## config.mk

```make
export PLATFORM = sky130hd
export DESIGN_NAME = pdm_adpcm_multi
export DESIGN_NICKNAME = d
export VERILOG_FILES = /design/src/rtl/pdm_adpcm_multi.sv
export SDC_FILE = /design/constraint.sdc
export NUM_CORES = 1
export LEC_CHECK = 0
export CAP_MARGIN = 10
export CELL_PAD_IN_SITES_DETAIL_PLACEMENT = 1
export CELL_PAD_IN_SITES_GLOBAL_PLACEMENT = 1
export CORE_ASPECT_RATIO = 0.9
export CORE_MARGIN = 8
export CORE_UTILIZATION = 53
export DETAILED_ROUTE_END_ITERATION = 8
export PLACE_DENSITY = 0.86
export SLEW_MARGIN = 20
export SYNTH_ARGS = -nofsm -noshare
export SYNTH_HDL_FRONTEND = slang
export SYNTH_SLANG_ARGS = --single-unit
```

## constraint.sdc

```tcl
create_clock -name clk -period 37.8 [get_ports clk]
set_input_delay 9.45 -clock clk [delete_from_list [all_inputs] [get_ports clk]]
set_output_delay 9.45 -clock clk [all_outputs]
set_load 0.01 [all_outputs]
```

## src/rtl/pdm_adpcm_multi.sv

```systemverilog
// Multi-channel PDM front end: per-channel order-2 CIC decimators feeding one shared IMA ADPCM encoder.
// Codes leave channel by channel over a valid/ready port; a batch that arrives while the encoder is busy is dropped and flagged.
module pdm_adpcm_multi #(
  parameter int N_CH  = 2,
  parameter int LOG2R = 4
) (
  input  logic            clk,
  input  logic            rst_n,
  input  logic            ena,
  input  logic            pdm_stb,
  input  logic [N_CH-1:0] pdm_in,
  output logic            code_valid,
  input  logic            code_ready,
  output logic [3:0]      code,
  output logic [1:0]      code_ch,
  output logic [15:0]     pcm,
  output logic            overrun
);

  localparam int         W       = 2*LOG2R + 1;
  localparam int         SHIFT   = 16 - 2*LOG2R;
  localparam logic [1:0] LAST_CH = 2'(N_CH - 1);

  localparam logic [14:0] STEP_TAB [89] = '{
    15'd7,     15'd8,     15'd9,     15'd10,    15'd11,    15'd12,    15'd13,    15'd14,    15'd16,    15'd17,
    15'd19,    15'd21,    15'd23,    15'd25,    15'd28,    15'd31,    15'd34,    15'd37,    15'd41,    15'd45,
    15'd50,    15'd55,    15'd60,    15'd66,    15'd73,    15'd80,    15'd88,    15'd97,    15'd107,   15'd118,
    15'd130,   15'd143,   15'd157,   15'd173,   15'd190,   15'd209,   15'd230,   15'd253,   15'd279,   15'd307,
    15'd337,   15'd371,   15'd408,   15'd449,   15'd494,   15'd544,   15'd598,   15'd658,   15'd724,   15'd796,
    15'd876,   15'd963,   15'd1060,  15'd1166,  15'd1282,  15'd1411,  15'd1552,  15'd1707,  15'd1878,  15'd2066,
    15'd2272,  15'd2499,  15'd2749,  15'd3024,  15'd3327,  15'd3660,  15'd4026,  15'd4428,  15'd4871,  15'd5358,
    15'd5894,  15'd6484,  15'd7132,  15'd7845,  15'd8630,  15'd9493,  15'd10442, 15'd11487, 15'd12635, 15'd13899,
    15'd15289, 15'd16818, 15'd18500, 15'd20350, 15'd22385, 15'd24623, 15'd27086, 15'd29794, 15'd32767
  };

  typedef enum logic [1:0] {IDLE, ENC, HOLD} state_t;
  state_t state, state_d;

  logic             acc_stb, batch_done;
  logic [LOG2R-1:0] dec_cnt;
  logic [W-1:0]     integ1 [N_CH];
  logic [W-1:0]     integ2 [N_CH];
  logic [W-1:0]     comb_d1 [N_CH];
  logic [W-1:0]     comb_d2 [N_CH];
  logic [W-1:0]     integ2_nx [N_CH];
  logic [W-1:0]     comb1 [N_CH];
  logic [W-1:0]     comb2 [N_CH];
  logic [W-1:0]     batch_c [N_CH];
  logic [1:0]       cur_ch;
  logic signed [15:0] pred_r [N_CH];
  logic [6:0]       idx_r [N_CH];

  assign acc_stb    = ena & pdm_stb;
  assign batch_done = acc_stb && (dec_cnt == '1);
  assign code_valid = (state == HOLD);

  // Modular W-bit arithmetic is exact because the comb output never exceeds R^2.
  always_comb begin
    for (int i = 0; i < N_CH; i++) begin
      integ2_nx[i] = integ2[i] + integ1[i];
      comb1[i]     = integ2_nx[i] - comb_d1[i];
      comb2[i]     = comb1[i] - comb_d2[i];
    end
  end

  always_ff @(posedge clk or negedge rst_n) begin
    if (!rst_n) begin
      dec_cnt <= '0;
      for (int i = 0; i < N_CH; i++) begin
        integ1[i]  <= '0;
        integ2[i]  <= '0;
        comb_d1[i] <= '0;
        comb_d2[i] <= '0;
      end
    end else if (acc_stb) begin
      dec_cnt <= dec_cnt + 1'b1;
      for (int i = 0; i < N_CH; i++) begin
        integ1[i] <= integ1[i] + W'(pdm_in[i]);
        integ2[i] <= integ2_nx[i];
        if (batch_done) begin
          comb_d1[i] <= integ2_nx[i];
          comb_d2[i] <= comb1[i];
        end
      end
    end
  end

  logic [W-1:0]       sel_c;
  logic signed [15:0] sel_pred, pred_new;
  logic [6:0]         sel_idx, idx_new;
  logic [16:0]        scaled, mag, mag1, mag2, step, diffq;
  logic [15:0]        enc_pcm;
  logic signed [16:0] diff;
  logic signed [17:0] pred_x, dq_x, pred_sum;
  logic signed [7:0]  idx_adj, idx_sum;
  logic               sgn, b2, b1, b0;
  logic [3:0]         enc_code;

  always_comb begin
    sel_c    = '0;
    sel_pred = '0;
    sel_idx  = '0;
    for (int i = 0; i < N_CH; i++) begin
      if (cur_ch == 2'(i)) begin
        sel_c    = batch_c[i];
        sel_pred = pred_r[i];
        sel_idx  = idx_r[i];
      end
    end
    // Full scale R^2 lands on 65536 after the shift and is pinned to +32767.
    scaled  = 17'(sel_c) << SHIFT;
    enc_pcm = scaled[16] ? 16'h7fff : {~scaled[15], scaled[14:0]};
    diff    = $signed({enc_pcm[15], enc_pcm}) - $signed({sel_pred[15], sel_pred});
    sgn     = diff[16];
    mag     = sgn ? 17'(-diff) : 17'(diff);
    step    = 17'(STEP_TAB[sel_idx]);
    b2      = (mag >= step);
    mag1    = b2 ? mag - step : mag;
    b1      = (mag1 >= (step >> 1));
    mag2    = b1 ? mag1 - (step >> 1) : mag1;
    b0      = (mag2 >= (step >> 2));
    diffq   = (step >> 3) + (b2 ? step : '0) + (b1 ? (step >> 1) : '0) + (b0 ? (step >> 2) : '0);
    pred_x  = {{2{sel_pred[15]}}, sel_pred};
    dq_x    = {1'b0, diffq};
    pred_sum = sgn ? pred_x - dq_x : pred_x + dq_x;
    if (pred_sum > 18'sd32767)       pred_new = 16'sh7fff;
    else if (pred_sum < -18'sd32768) pred_new = 16'sh8000;
    else                             pred_new = pred_sum[15:0];
    enc_code = {sgn, b2, b1, b0};
    case ({b2, b1, b0})
      3'd4:    idx_adj = 8'sd2;
      3'd5:    idx_adj = 8'sd4;
      3'd6:    idx_adj = 8'sd6;
      3'd7:    idx_adj = 8'sd8;
      default: idx_adj = -8'sd1;
    endcase
    idx_sum = $signed({1'b0, sel_idx}) + idx_adj;
    if (idx_sum < 8'sd0)       idx_new = 7'd0;
    else if (idx_sum > 8'sd88) idx_new = 7'd88;
    else                       idx_new = idx_sum[6:0];
  end

  always_comb begin
    state_d = state;
    case (state)
      IDLE:    if (batch_done) state_d = ENC;
      ENC:     if (ena) state_d = HOLD;
      HOLD:    if (code_ready) state_d = (cur_ch == LAST_CH) ? IDLE : ENC;
      default: state_d = IDLE;
    endcase
  end

  always_ff @(posedge clk or negedge rst_n) begin
    if (!rst_n) state <= IDLE;
    else        state <= state_d;
  end

  always_ff @(posedge clk or negedge rst_n) begin
    if (!rst_n) begin
      cur_ch  <= '0;
      code    <= '0;
      code_ch <= '0;
      pcm     <= '0;
      overrun <= 1'b0;
      for (int i = 0; i < N_CH; i++) begin
        batch_c[i] <= '0;
        pred_r[i]  <= '0;
        idx_r[i]   <= '0;
      end
    end else begin
      if (batch_done) begin
        if (state == IDLE) begin
          cur_ch <= '0;
          for (int i = 0; i < N_CH; i++) batch_c[i] <= comb2[i];
        end else begin
          overrun <= 1'b1;
        end
      end
      // Channel state advances here whether or not the sink is ready.
      if (state == ENC && ena) begin
        code    <= enc_code;
        code_ch <= cur_ch;
        pcm     <= enc_pcm;
        for (int i = 0; i < N_CH; i++) begin
          if (cur_ch == 2'(i)) begin
            pred_r[i] <= pred_new;
            idx_r[i]  <= idx_new;
          end
        end
      end
      if (state == HOLD && code_ready && cur_ch != LAST_CH) cur_ch <= cur_ch + 2'd1;
    end
  end

endmodule

```

**Word level (Yosys, flattened, before mapping)**

Memories as Yosys holds them, arrays and structs flattened.
Index checks and enable logic that the tools add are counted.

- Flip-flop bits (word level): 167
- Bits in latches: 0
- Memory bits (writable): 0
- Bits in read-only memories: 1920
- Bits of input ports: 7
- Output and inout bits: 24
- Word-level logic and storage cells: 110
- Memories kept: 1

- $add $sub $neg: 20
- Multiply operators: 0
- Div/mod/pow operators: 0
- $lt $le $gt $ge: 8
- Eq/ne operators: 12
- Shift operators: 0
- Multiplexer cells: 29
- Bitwise logic cells: 4
- Reduce and logical (&&, ||, !) cells: 15

Memories:

| name | words | width | rd ports | clocked after Yosys merged registers in | write ports | RTL line | source |
|---|---|---|---|---|---|---|---|
| (no name shown) | 128 | 15 | 1 | 0 | 0 | 116 | `step = 17'(STEP_TAB[sel_idx]);` |

Operators by type and width:

| cell | count |
|---|---|
| $mux W16 | 5 |
| $mux W17 | 3 |
| $mux W15 | 3 |
| $sub A9 B9 Y9 | 4 |
| $pmux W8 S4 | 1 |
| $mux W7 | 4 |
| $add A16 B18 Y18 | 1 |
| $add A9 B1 Y9 | 2 |
| $add A9 B9 Y9 | 2 |
| $gt A18 B16 Y1 const B | 1 |
| $lt A18 B16 Y1 const B | 1 |
| $mux W18 | 1 |
| $mux W9 | 2 |
| $sub A16 B18 Y18 | 1 |
| $add A16 B14 Y17 | 1 |
| $add A17 B13 Y17 | 1 |
| $ge A17 B13 Y1 | 1 |
| $ge A17 B14 Y1 | 1 |
| $ge A17 B15 Y1 | 1 |
| $neg A17 Y17 | 1 |
| $sub A16 B16 Y17 | 1 |
| $sub A17 B14 Y17 | 1 |
| $sub A17 B15 Y17 | 1 |
| $add A12 B15 Y16 | 1 |
| other kinds (25) | 47 |

**Depth between registers and ports, before layout**

- Word-level depth: 20
- Gate-level depth with buffers: 92
- Mapped depth without buffers: 81

**Worst setup path before layout**

No wires, ideal clock.

- Kind: register to register
- Start: reg cur_ch[1]
- End: reg pred_r[11] in the netlist's numbering
- Library setup time: 0.126 ns
- Arrival: 17.316 ns
- Required time: 37.674 ns
- Path slack: 20.358 ns
- Cell stages (with the launch flop): 89
- Path buffers: 13
- Clock period less this slack: 17.442 ns
- Cells stage by stage: dfrtp_1 -> inv_1 -> ha_1 -> buf_6 -> buf_2 -> buf_1 -> clkbuf_1 -> buf_1 -> nand2_1 -> o21ai_0 -> inv_1 -> ha_1 -> clkbuf_1 -> a21o_1 -> a31oi_1 -> o2111ai_1 -> a21oi_1 -> a21o_1 -> (+53 left out) -> nor4_1 -> nor2b_1 -> nor2_1 -> xor2_1 -> ha_1 -> inv_1 -> nor2_1 -> a221o_1 -> a21o_1 -> a21o_1 -> a21o_1 -> a21o_1 -> a41oi_2 -> xor2_2 -> o21a_1 -> nor2_1 -> buf_2 -> a221o_1

- Word-level cells in the longest chain between the ends: 20
- Elaborated cells on any way between the ends: 38
- Those cells by class: 9 x add/sub; 5 x order compare; 1 x eq/ne; 18 x mux; 2 x bitwise; 2 x reduce/logical; 1 x memory

RTL lines:

| what | RTL line | source |
|---|---|---|
| from (decl) | 49 | `logic [1:0] cur_ch;` |
| from (signal assigned) | 191 | `if (state == HOLD && code_ready && cur_ch != LAST_CH) cur_ch <= cur_ch + 2'd1;` |
| $logic_not A2 Y1 | 104 | `if (cur_ch == 2'(i)) begin` |
| $mux W9 (2 in series) | 104 |  |
| $not A1 Y1 | 112 | `enc_pcm = scaled[16] ? 16'h7fff : {~scaled[15], scaled[14:0]};` |
| $mux W16 | 112 |  |
| $sub A16 B16 Y17 | 113 | `diff = $signed({enc_pcm[15], enc_pcm}) - $signed({sel_pred[15], sel_pred});` |
| $neg A17 Y17 | 115 | `mag = sgn ? 17'(-diff) : 17'(diff);` |
| $mux W17 | 115 |  |
| $sub A17 B15 Y17 or $ge A17 B15 Y1 (tied branches) | 118, 117 |  |
| (+3 left out) | n/a |  |
| $ge A17 B13 Y1 | 121 | `b0 = (mag2 >= (step >> 2));` |
| $mux W13 | 122 | `diffq = (step >> 3) + (b2 ? step : '0) + (b1 ? (step >> 1) : '0) + (b0 ? (step >> 2) : '0);` |
| $add A17 B13 Y17 | 122 |  |
| $add A16 B18 Y18 or $sub A16 B18 Y18 (tied branches) | 125 | `pred_sum = sgn ? pred_x - dq_x : pred_x + dq_x;` |
| $mux W18 | 125 |  |
| $lt A18 B16 Y1 | 127 | `else if (pred_sum < -18'sd32768) pred_new = 16'sh8000;` |
| $mux W16 | 127 |  |
| $mux W16 | 126 | `if (pred_sum > 18'sd32767) pred_new = 16'sh7fff;` |
| to (signal, indexed assignment) | 186 | `pred_r[i] <= pred_new;` |
| to (decl) | 50 | `logic signed [15:0] pred_r [N_CH];` |

Parallel ways exist; a longest one is shown, timed or not. The select of a mux whose other input is x is not followed.
A chain may end at the register's enable or synchronous reset.

**Worst setup path after layout**

- Start: reg cur_ch[1]
- End: reg pred_r[20] in the netlist's numbering

- Elaborated cells on any way between the ends: 38
- Those cells by class: 9 x add/sub; 5 x order compare; 1 x eq/ne; 18 x mux; 2 x bitwise; 2 x reduce/logical; 1 x memory

RTL lines:

| what | RTL line | source |
|---|---|---|
| $logic_not A2 Y1 | 104 |  |
| $mux W9 | 104 |  |
| $mux W9 * | 104 |  |
| $mux W16 * | 112 |  |
| named net enc_pcm[0] | 92 | `logic [15:0] enc_pcm;` |
| $sub A16 B16 Y17 * | 113 |  |
| $neg A17 Y17 | 115 |  |
| $mux W17 | 115 |  |
| (+4 left out) | n/a |  |
| $ge A17 B13 Y1 | 121 |  |
| $mux W13 | 122 |  |
| $add A17 B13 Y17 | 122 |  |
| $add A16 B18 Y18 or $sub A16 B18 Y18 (tied branches) | 125 |  |
| $mux W18 * | 125 |  |
| $lt A18 B16 Y1 | 127 |  |
| $mux W16 | 127 |  |
| $mux W16 * | 126 |  |

Mark *: on every way through the listed nets, which the timed path passes. The rest lies on a longest branch. The select of a mux whose other input is x is not followed.

==> parameters.txt <==
Parameter                              Value

Yosys
  Post-Synth Simple-Gate Area    0.180
  Warnings, synthesis    0
  Share of the synthesized netlist area taken by xor and xnor gates    0.0873
  Seq cells post-synth    160
  Area share of the leading cell type in the synthesized netlist    0.241
  Share of the synthesized area in compound gates (AO/OA/AOI/OAI)    0.239
  Count of different cell masters after synthesis    98
  Area leader, netlist    dfrtp_1
  Adder-cell share of the synthesized area    0.172
  Top cells by area in the synthesized netlist    dfrtp_1 24%, ha_1 13%, nand2_1 7.1%
  Main combinational cell family by area after synthesis    compound AO/OA/AOI/OAI gates
  Post-synthesis cell area    between 15000 and 20000 sq um
  Sequential fraction of the synthesis area    0.241
  Average cell area after synthesis    8.12 sq um
  Share of flip-flops with an asynchronous set or reset    1.00
  Portion of netlist area occupied by mux cells    0.0193
  Number of flops mapped to enable cells by yosys    0
  Mapped Nets    around 2.3k
  Top flip-flop cell by instance count after synthesis    dfrtp_1
  Gate count of the mapped netlist    ~2.0k

STA
  Highest attainable clock frequency    a little under 50 MHz
  Hold Vio Cnt, Final    0
  Time the final worst path needs with I/O delays and setup    20.58 ns
  Relative slew slack    0.260
  Final-layout setup total negative slack    0 ns
  Unrepaired setup endpoints after global routing    false
  Worst Tran Pin Value    1.10 ns
  Period utilisation layout    0.545
  Clock skew after layout    0.00872 ns
  Final setup vio count    0
  Final count of pins violating max slew    0

Critical path
  Worst Path Class, Setup    flip-flop to flip-flop
  Endpoint kind of the worst setup timing path    flip-flop
  Worst reg2reg setup slack    approximately 17 ns
  Endpoint arrival time on the critical path    approximately 21 ns
  Worst r2r dst    pred_r[20]
  Critical path required time    38.16 ns
  CP peak stage delay    around 0.79 ns
  Most frequent cell on the critical path    a21o_1
  Critical Path Start Type    flip-flop
  Worst reg2reg path depth    77
  Worst reg2reg path startpoint    cur_ch[1]
  Largest fanout on the critical path    76
  Critical-path top delay cell    or3b_2

Detailed routing
  Pre-Repair DR Iteration Count    6
  Routed Wire Length    a little over 50 mm
  Via-per-instance ratio    ~6.3
  Number of nets with antenna violations after routing    0
  Number of vias after detailed routing    between 15k and 20k
  M1 WL    23.0 mm
  Uppermost signal routing layer after detailed routing    met5
  Routed wire per std cell    about 21 microns
  Met3 WL    3.34 mm
  Sum of met2 wire segment lengths after detailed routing    roughly 24 mm
  Initial DRC count    about 1.1k
  Remaining DRCs    0

Worst hold path
  Sink of the worst hold path    idx_r[13]
  Min-Delay Path Class    flip-flop to flip-flop
  Worst hold path startpoint    idx_r[13]
  Number of cells traversed by the worst hold path    2

CTS
  Gates resized, CTS repair    0
  CTS clock-pin slew for the worst setup and hold paths    0.07 ns
  Number of setup buffers added after CTS    0
  Number of H-tree levels    4
  Cell chosen for the clock root    clkbuf_16
  TritonCTS clock tree    done
  Number of buffers on the longest clock path    2
  Later-pin clock latency in the skew report    0.44 ns
  Number of hold buffers added after CTS    0
  Sink count of the clock tree    between 150 and 200
  TritonCTS buffer count    17

GRT
  First-pass GRT wire length    roughly 86 mm
  Global-route total usage across every layer    0.280
  Largest net degree at the start of global routing    93
  Antenna violations before repair    1
  Vias in the first global route    16.1k
  Global route total overflow    0

Die
  Horizontal die dimension    approximately 200 microns
  I/O pins    31
  Number of placement rows    61
  Die Span Y    ~180 microns
  Core Region    between 30000 and 40000 sq um
  Area enclosed by the die boundary    ~37000 sq um
  Initial standard-cell utilization of the core    0.538

Cells and area
  Share of cells above drive strength 1    0.0586
  Layout-stage area growth over the synthesis result    6.60%
  Count of inserted antenna diode cells    0
  Number of nets in the layout    between 2k and 2.5k
  Number of standard cells in the layout, taps in and fillers out    between 2k and 2.5k

Status
  Run status    complete, no violations

Placed design
  Routability Congestion    roughly 0.94
  Port Buffers    30
  Placed wire-length estimate after detailed placement    39.3 mm
  Number of cells in the design after placement    roughly 2.4k

Flow run
  Number of max-cap violations    0
-- worst max-delay path: cells and delay by family (launching register included) --
kind | cells | cell delay, ns
AOI/OAI and AO/OA | 39 | 9.17
and+or+nand+nor | 18 | 4.68
adders and majority gates | 8 | 2.82
buffers and inverters | 6 | 1.82
muxes | 3 | 1.07
xor gates and xnor gates | 3 | 0.50
DFF | 1 | 0.38
-- sequential cells by signal, indices dropped and copies added (netlist names) --
signal and cells:
pred_r 32, batch_c 18, comb_d1 18, comb_d2 18
integ1 18, integ2 18, idx_r 14, pcm 9
code 4, dec_cnt 4, code_ch 2, cur_ch 2
state 2, overrun 1
-- stage by stage --
stage	instance area, sq um	setup slack [ns]	hold WS [ns]	util
2_1_floorplan	16600	20.36	0.442	-
3_3_place_gp	17100	18.71	0.462	0.555
3_5_place_dp	17100	17.65	0.467	0.555
4_1_cts	17700	17.50	0.489	0.573
5_1_grt	17700	15.65	0.513	0.573
6_report	17700	17.22	0.485	0.573
-- logic make-up after synthesis --
group / Yosys count
xor+xnor: 164
mux: 28
flops: 160
buf+inv: 250
compound gates: 603
fa+ha+maj: 207
simple gates: 635
-- worst max path at each step --
| stage | depth (start not counted) | end | startpoint |
|---|---|---|---|
| final | 77 | pred_r[20] | cur_ch[1] |
| after global routing | 77 | pred_r[6] | cur_ch[1] |
| after CTS | 77 | pred_r[22] | cur_ch[1] |
| after detailed placement | 77 | pred_r[20] | cur_ch[1] |
| after global placement | 77 | pred_r[21] | cur_ch[1] |
| after floorplan | 88 | pred_r[11] | cur_ch[1] |
-- metal layers --
metal | GRT usage | vias to the layer above
met3 | 0.0548 | 98
met1 | 0.367 | 7590
met2 | 0.462 | 426
met5 | 0 | -
li1 | - | 7148
met4 | 0.0896 | 2
-- cells in the mapped netlist, types with 6 or more instances --
| library cell | number |
|---|---|
| inv_1 | 150 |
| o21a_1 | 14 |
| o21bai_1 | 19 |
| o311ai_0 | 8 |
| nor2b_1 | 23 |
| nand4_1 | 12 |
| fa_1 | 36 |
| buf_4 | 8 |
| o211ai_1 | 23 |
| clkbuf_1 | 67 |
| and2_1 | 16 |
| ha_1 | 170 |
| mux2_2 | 22 |
| nand3_1 | 52 |
| or3_1 | 10 |
| xnor2_1 | 121 |
| a31oi_1 | 21 |
| nor3_1 | 24 |
| xor2_1 | 41 |
| a21oi_1 | 130 |
| nor2_1 | 91 |
| nand2b_1 | 29 |
| or2_2 | 6 |
| o21ai_0 | 181 |
| buf_6 | 6 |
| o31ai_1 | 17 |
| dfrtp_1 | 160 |
| a221o_1 | 30 |
| a221oi_1 | 6 |
| and3_1 | 14 |
| a211oi_1 | 18 |
| nand2_1 | 313 |
| a21o_1 | 63 |
| buf_1 | 12 |
| nand3b_1 | 10 |
-- cell type report --
class / count / area (sq um)
clock buffer: 18 / 429
clock inverter: 14 / 141
fill: 3762 / 13200
inverter: 152 / 571
multi-input combinational: 1637 / 11600
sequential: 160 / 4000
tap: 409 / 512
timing repair buffer: 51 / 459
-- cell usage in the layout (no fill, tap or decap), drive strengths merged, types with 14 or more instances in the layout --
master           n
and3            14
a221o           30
o31ai           17
nand3           52
buf             22
o211ai          24
a21o            64
o21a            14
o21bai          19
dfrtp          160
a211oi          19
nor2b           23
nor3            24
a31oi           22
clkbuf          18
fa              36
inv            152
nor2            91
nand2          314
o21ai          186
xor2            42
and2            17
clkdlybuf4s50   29
nand2b          29
mux2            22
a21oi          132
xnor2          122
ha             170
Power is not shown: default switching activity piles up to over one toggle a cycle in this logic, so the estimate is an artifact.
